==> src/rtl/filter_quantizer_if.sv <==
// Pixel stream between filter5x5 and its consumers: unacknowledged input strobe in,
// show-ahead valid/ready output carrying the 8-bit pixel with line/frame tags.
interface filter_quantizer_if #(
  parameter int IN_W = 16
);
  logic            in_valid;
  logic [IN_W-1:0] in_data;
  logic            out_ready;
  logic            out_valid;
  logic [7:0]      out_data;
  logic            out_eol;
  logic            out_eof;

  modport master (
    output in_valid, in_data, out_ready,
    input  out_valid, out_data, out_eol, out_eof
  );

  modport slave (
    input  in_valid, in_data, out_ready,
    output out_valid, out_data, out_eol, out_eof
  );
endinterface

==> src/rtl/filter_quantizer.sv <==
// Rounds/saturates the filter response to 8 bits, tags eol/eof, buffers in a show-ahead FIFO; 2-clock latency.
// No input backpressure: a write into a full FIFO without a same-cycle pop is dropped and flagged sticky.
module fifo #(
  parameter int W     = 10,
  parameter int DEPTH = 16
) (
  input  logic         clk,
  input  logic         rst_n,
  input  logic         wr_vld,
  input  logic [W-1:0] wr_dat,
  input  logic         rd_rdy,
  output logic         rd_vld,
  output logic [W-1:0] rd_dat,
  output logic         full
);
  localparam int AW = (DEPTH > 1) ? $clog2(DEPTH) : 1;

  logic [W-1:0] mem [DEPTH];
  logic [AW-1:0] wr_ptr;
  logic [AW-1:0] rd_ptr;
  logic [AW:0]   cnt;
  logic          wr_en;
  logic          rd_en;

  assign rd_vld = (cnt != '0);
  assign full   = (cnt == (AW+1)'(DEPTH));
  assign rd_en  = rd_vld && rd_rdy;
  // A full FIFO still takes a write when the head leaves in the same cycle.
  assign wr_en  = wr_vld && (!full || rd_en);
  assign rd_dat = mem[rd_ptr];

  always_ff @(posedge clk) begin
    if (!rst_n) begin
      wr_ptr <= '0;
      rd_ptr <= '0;
      cnt    <= '0;
    end else begin
      if (wr_en) wr_ptr <= wr_ptr + 1'b1;
      if (rd_en) rd_ptr <= rd_ptr + 1'b1;
      case ({wr_en, rd_en})
        2'b10:   cnt <= cnt + 1'b1;
        2'b01:   cnt <= cnt - 1'b1;
        default: cnt <= cnt;
      endcase
    end
  end

  always_ff @(posedge clk) begin
    if (wr_en) mem[wr_ptr] <= wr_dat;
  end
endmodule

module filter_quantizer #(
  parameter int IN_W       = 16,
  parameter int SHIFT      = 8,
  parameter int IMG_W      = 320,
  parameter int IMG_H      = 240,
  parameter int FIFO_DEPTH = 16
) (
  input  logic                 clk,
  input  logic                 rst_n,
  input  logic                 enable,
  input  logic                 clear,
  filter_quantizer_if.slave    bus,
  output logic                 frame_done,
  output logic                 overflow
);
  localparam int CW = (IMG_W > 1) ? $clog2(IMG_W) : 1;
  localparam int RW = (IMG_H > 1) ? $clog2(IMG_H) : 1;
  localparam logic [IN_W:0] RND = {{IN_W{1'b0}}, 1'b1} << (SHIFT - 1);

  typedef enum logic [1:0] {IDLE, RUN, DRAIN, DONE} state_t;

  state_t        state;
  state_t        state_nxt;
  logic          accept;
  logic [IN_W:0] sum;
  logic [IN_W:0] q;
  logic [7:0]    pix_q;
  logic [CW-1:0] col;
  logic [RW-1:0] row;
  logic          eol_in;
  logic          eof_in;
  logic          s1_vld;
  logic [7:0]    s1_pix;
  logic          s1_eol;
  logic          s1_eof;
  logic          fifo_vld;
  logic          fifo_full;
  logic [9:0]    head;
  logic          drop;

  assign accept = enable && bus.in_valid && ((state == IDLE) || (state == RUN));

  // Extra MSB keeps the rounding carry so full-scale inputs saturate instead of wrapping.
  assign sum   = {1'b0, bus.in_data} + RND;
  assign q     = sum >> SHIFT;
  assign pix_q = (q > (IN_W+1)'(255)) ? 8'hFF : q[7:0];

  assign eol_in = (col == CW'(IMG_W - 1));
  assign eof_in = eol_in && (row == RW'(IMG_H - 1));

  always_ff @(posedge clk) begin
    if (!rst_n) begin
      col <= '0;
      row <= '0;
    end else if (accept) begin
      if (eof_in) begin
        col <= '0;
        row <= '0;
      end else if (eol_in) begin
        col <= '0;
        row <= row + 1'b1;
      end else begin
        col <= col + 1'b1;
      end
    end
  end

  always_ff @(posedge clk) begin
    if (!rst_n) begin
      s1_vld <= 1'b0;
      s1_pix <= '0;
      s1_eol <= 1'b0;
      s1_eof <= 1'b0;
    end else begin
      s1_vld <= accept;
      if (accept) begin
        s1_pix <= pix_q;
        s1_eol <= eol_in;
        s1_eof <= eof_in;
      end
    end
  end

  fifo #(
    .W     (10),
    .DEPTH (FIFO_DEPTH)
  ) u_fifo (
    .clk    (clk),
    .rst_n  (rst_n),
    .wr_vld (s1_vld),
    .wr_dat ({s1_eof, s1_eol, s1_pix}),
    .rd_rdy (bus.out_ready),
    .rd_vld (fifo_vld),
    .rd_dat (head),
    .full   (fifo_full)
  );

  assign drop = s1_vld && fifo_full && !(fifo_vld && bus.out_ready);

  // Set has priority over clear so a drop in the clearing cycle is never lost.
  always_ff @(posedge clk) begin
    if (!rst_n)     overflow <= 1'b0;
    else if (drop)  overflow <= 1'b1;
    else if (clear) overflow <= 1'b0;
  end

  assign bus.out_valid = fifo_vld;
  assign bus.out_data  = fifo_vld ? head[7:0] : 8'h00;
  assign bus.out_eol   = fifo_vld && head[8];
  assign bus.out_eof   = fifo_vld && head[9];

  always_ff @(posedge clk) begin
    if (!rst_n) state <= IDLE;
    else        state <= state_nxt;
  end

  always_comb begin
    state_nxt  = state;
    frame_done = 1'b0;
    case (state)
      IDLE:  if (accept) state_nxt = eof_in ? DRAIN : RUN;
      RUN:   if (accept && eof_in) state_nxt = DRAIN;
      DRAIN: if (!fifo_vld && !s1_vld) state_nxt = DONE;
      DONE: begin
        frame_done = 1'b1;
        state_nxt  = IDLE;
      end
      default: state_nxt = IDLE;
    endcase
  end
endmodule
==> src/flat_wrapper.sv <==
// flat-port wrapper written by rule: the top's interface ports become plain ports
module filter_quantizer_flat 
#(
  parameter int IN_W       = 16,
  parameter int SHIFT      = 8,
  parameter int IMG_W      = 320,
  parameter int IMG_H      = 240,
  parameter int FIFO_DEPTH = 16
)
  (clk, rst_n, enable, clear, frame_done, overflow, bus_in_valid, bus_in_data, bus_out_ready, bus_out_valid, bus_out_data, bus_out_eol, bus_out_eof);
  filter_quantizer_if #(.IN_W(IN_W)) bus_i ();
  input  logic clk;
  input  logic rst_n;
  input  logic enable;
  input  logic clear;
  output logic frame_done;
  output logic overflow;
  input wire logic [$bits(bus_i.in_valid)-1:0] bus_in_valid;
  input wire logic [$bits(bus_i.in_data)-1:0] bus_in_data;
  input wire logic [$bits(bus_i.out_ready)-1:0] bus_out_ready;
  output wire logic [$bits(bus_i.out_valid)-1:0] bus_out_valid;
  output wire logic [$bits(bus_i.out_data)-1:0] bus_out_data;
  output wire logic [$bits(bus_i.out_eol)-1:0] bus_out_eol;
  output wire logic [$bits(bus_i.out_eof)-1:0] bus_out_eof;
  assign bus_i.in_valid = bus_in_valid;
  assign bus_i.in_data = bus_in_data;
  assign bus_i.out_ready = bus_out_ready;
  assign bus_out_valid = bus_i.out_valid;
  assign bus_out_data = bus_i.out_data;
  assign bus_out_eol = bus_i.out_eol;
  assign bus_out_eof = bus_i.out_eof;
  filter_quantizer #(.IN_W(IN_W), .SHIFT(SHIFT), .IMG_W(IMG_W), .IMG_H(IMG_H), .FIFO_DEPTH(FIFO_DEPTH)) u_core (.clk(clk), .rst_n(rst_n), .enable(enable), .clear(clear), .bus(bus_i), .frame_done(frame_done), .overflow(overflow));
endmodule
==> config.mk <==
export PLATFORM = sky130hd
export DESIGN_NAME = filter_quantizer_flat
export DESIGN_NICKNAME = d
export VERILOG_FILES = /design/src/rtl/filter_quantizer_if.sv /design/src/rtl/filter_quantizer.sv /design/src/flat_wrapper.sv
export SDC_FILE = /design/constraint.sdc
export NUM_CORES = 1
export LEC_CHECK = 0
export CAP_MARGIN = 30
export CORE_MARGIN = 2
export CORE_UTILIZATION = 50
export DETAILED_ROUTE_END_ITERATION = 10
export GPL_ROUTABILITY_DRIVEN = 1
export MAX_ROUTING_LAYER = met4
export PLACE_DENSITY_LB_ADDON = 0.25
export SLEW_MARGIN = 15
export SYNTH_ARGS = -nofsm -noshare
export SYNTH_HDL_FRONTEND = slang
export SYNTH_SLANG_ARGS = --single-unit
==> constraint.sdc <==
create_clock -name clk -period 2.18 [get_ports clk]
set_input_delay 0.436 -clock clk [delete_from_list [all_inputs] [get_ports clk]]
set_output_delay 0.436 -clock clk [all_outputs]
set_load 0.01 [all_outputs]
==> metrics <==
final setup fails=13; Final Hold Slack=around 480 ps; Slew HR=between 50% and 60%; die area=0.0179 mm^2; DRC Markers=0; TritonCTS Buffers=22; Power Density=1040 mW/mm^2; async set or reset register ratio after synthesis=0%; Pleak=3.68 nW; CTS Buffer Depth=3; DP HPWL=roughly 12000 um; P&R area growth vs syn=26.4%; Period minus WS final=between 2000 and 3000 ps; vias=4936; Hold-fix buffers, CTS=0; switching power share of the total=~25%; crit end category=output port; MaxCap Viol Count=0; top-count cell post-synth=edfxtp_1; Worst Skew=around 13 ps; Final GP Congestion=a little under 0.8; RSZ-0062 raised after global routing=yes; number of synthesized flops with an enable pin=160; crit path cell chain=buf_6, buf_16, mux4_2, mux4_2, and2_1, buf_2; combinational group share of total power=around a quarter; WS Path Type=register to output port; standard-cell rows=47; WL met3=~1300 um; drt first pass iters=5; leading register cell type out of synthesis=edfxtp_1; largest net degree at the start of global routing=18; initial antenna violation count=0; sequential share of power=approximately two fifths; FILL cells=around 1.1k; Syn Inst Count=520; VDD IR-drop max=0.712 mV; period utilization=132%; Reg area=0.00577 mm^2; n_diodes=0; clock-pin slew on the worst setup and hold paths=around 60 ps; Place WS=-549 ps; DRT met1 WL=~7700 um; Clk pwr share=around 34%; drt wl/cell=about 22 um; Clock Sinks=208; Die Width=between 100 and 150 um; TritonCTS clock tree=yes; overall routing resource usage=a little under a quarter; Die Y=~130 um; Yosys top cell by area=edfxtp_1; clk_lat worst skew=approximately 500 ps; Initial Util=about half; # port buffers=27; most frequent cells after synthesis=160 x edfxtp_1, 50 x mux4_2, 48 x dfxtp_1, 42 x nor2_1, 32 x nand2_1; Cell variety after synth=42; final antenna-violating net count=0; most frequent CP cell=mux4_2; area of the multi-input gates=0.00262 mm^2; P_int=between 8 and 9 mW; Hold Vio Cnt, Final=0; Routed Wire Length=just under 20000 um; worst slew pin tran=roughly 660 ps; area fraction of the dominant cell type after synthesis=between 50% and 60%; vias in the first global route=4940; worst min-delay path class=register to register; fmax=between 0.3 and 0.4 GHz; PnR worst setup slack=-697 ps; startpoint types=register; final core utilization=between 60 and 70%; Worst Path Buf+Inv=3; Req. time, crit path=roughly 1700 ps; Layout Cells excl Fill=approximately 870; synth warn=0; first-pass GRT wire length=roughly 29000 um; Psw=about 2.8 mW; Mean Syn Cell Area=between 15 and 20 um^2; layout cell share with drive strength beyond 1=32.8%; Ports=35; Seq/Total Area, Yosys=68.6%; Crit Path Max Fanout=5; Worst Path Arrival=~2400 ps; critical path's largest stage delay=around 520 ps; CP max-delay cell=mux4_2; CP delay by family, top=multiplexers; syn nets=between 500 and 600; Inst Count DP=813; DR iter-0 viols=around 360; Top Metal Used=met4; root buf cell=clkbuf_16; Netlist Area Pre-Place=roughly 0.0084 mm^2; Via-to-Cell Ratio=approximately 5.7; Overflow after GRT=0; H-tree lvl count=1; Slew Limit Fails=0; post-synthesis sequential element count=approximately 210; met2 wire len=between 9000 and 10000 um; layout net count=approximately 670; largest cells by area after synthesis=edfxtp_1 57%, mux4_2 13%, dfxtp_1 11%; core area=roughly 0.017 mm^2; status=finished, violations left; failing checks=negative setup slack
## kinds of logic (layout without fill, tap and decap cells)
| logic type | Yosys count | count (layout) | synth area share [%] |
|---|---|---|---|
| buffers and inverters | 32 | 164 | 1.50 |
| AND/OR/NAND/NOR | 142 | 142 | 8.32 |
| adder cells (fa/ha/maj) | 13 | 13 | 1.94 |
| multiplexers | 55 | 55 | 14.0 |
| flip-flops | 208 | 208 | 68.6 |
| XOR/XNOR | 21 | 21 | 2.19 |
| AO/OA/AOI/OAI | 49 | 49 | 3.42 |
## flip-flops by register name, indices dropped and copies added (netlist names), named ones only
signal,flops
u_core.s1_pix,8
u_core.overflow,1
u_core.u_fifo.rd_ptr,4
u_core.s1_vld,1
u_core.s1_eof,1
u_core.u_fifo.wr_ptr,4
u_core.u_fifo.cnt,5
u_core.state,2
u_core.col,9
u_core.row,8
u_core.s1_eol,1
u_core.u_fifo.mem,160
## power by group through the flow
| stage | Clock (mW) | Sequential [mW] | Combinational (mW) |
|---|---|---|---|
| after detailed placement | 0 | 4.66 | 1.96 |
| final | 3.74 | 4.58 | 2.74 |
| after floorplan | 0 | 4.60 | 1.30 |
| after global placement | 0 | 4.64 | 1.91 |
| after global routing | 3.98 | 4.61 | 2.92 |
| after CTS | 3.80 | 4.59 | 2.51 |
## routing by layer
layer | up-vias | global-route usage, %
met4 | 0 | 4.61
met3 | 22 | 4.11
li1 | 2243 | -
met5 | - | -
met2 | 187 | 37.8
met1 | 2484 | 29.6
## through the flow
stage               setup TNS, ps  area, um^2  power [mW]
floorplan                       0        8480        5.90
global placement            -5390        9530        6.55
detailed placement          -5660        9530        6.62
CTS                         -7040       10500        10.9
global route                -7950       10600        11.5
finish                      -6840       10600        11.1
## cells in the final DEF (no fill, tap or decap), types with 14 or more instances in the layout
master and count:
nand3_1 14, clkbuf_16 25, clkdlybuf4s50_1 16, o21ai_0 14, mux4_2 50, a21oi_1 21, buf_4 60, nand2_1 31
nor2_1 38, buf_6 20, edfxtp_1 160, xor2_1 14, dfxtp_1 44
## timing repair
| action | 4_1_cts | 5_1_grt |
|---|---|---|
| pin swaps | 16 | 16 |
| setup buffers | 11 | 10 |
| resized for setup | 80 | 26 |
| endpoints found under the setup margin | 15 | 23 |
| gates cloned | 3 | 0 |
## worst paths after layout
check	from	to	slack, ps	cells after the start
setup reg to reg	u_core.u_fifo.cnt[0]	u_core.state[0]	-60	5
hold reg to reg	u_core.col[1]	u_core.col[1]	480	2
setup / recovery	register	bus_out_data[1]	-700	6
hold / removal	u_core.col[1]	u_core.col[1]	480	2
## final cells by class
type | count | share of cell area [%]
Sequential cell | 208 | 54.3
Multi-Input combinational cell | 280 | 24.7
Timing Repair Buffer | 113 | 11.0
Clock buffer | 29 | 6.22
Tap cell | 220 | 2.59
Clock inverter | 11 | 0.766
Inverter | 11 | 0.424
## tightest hold or removal path, delay by kind of cell (launching register included)
family / cells / cell delay [ps]
compound gates: 1 / 50
flops: 1 / 320
simple gates: 1 / 60
Power figures use the tool's default switching activity.
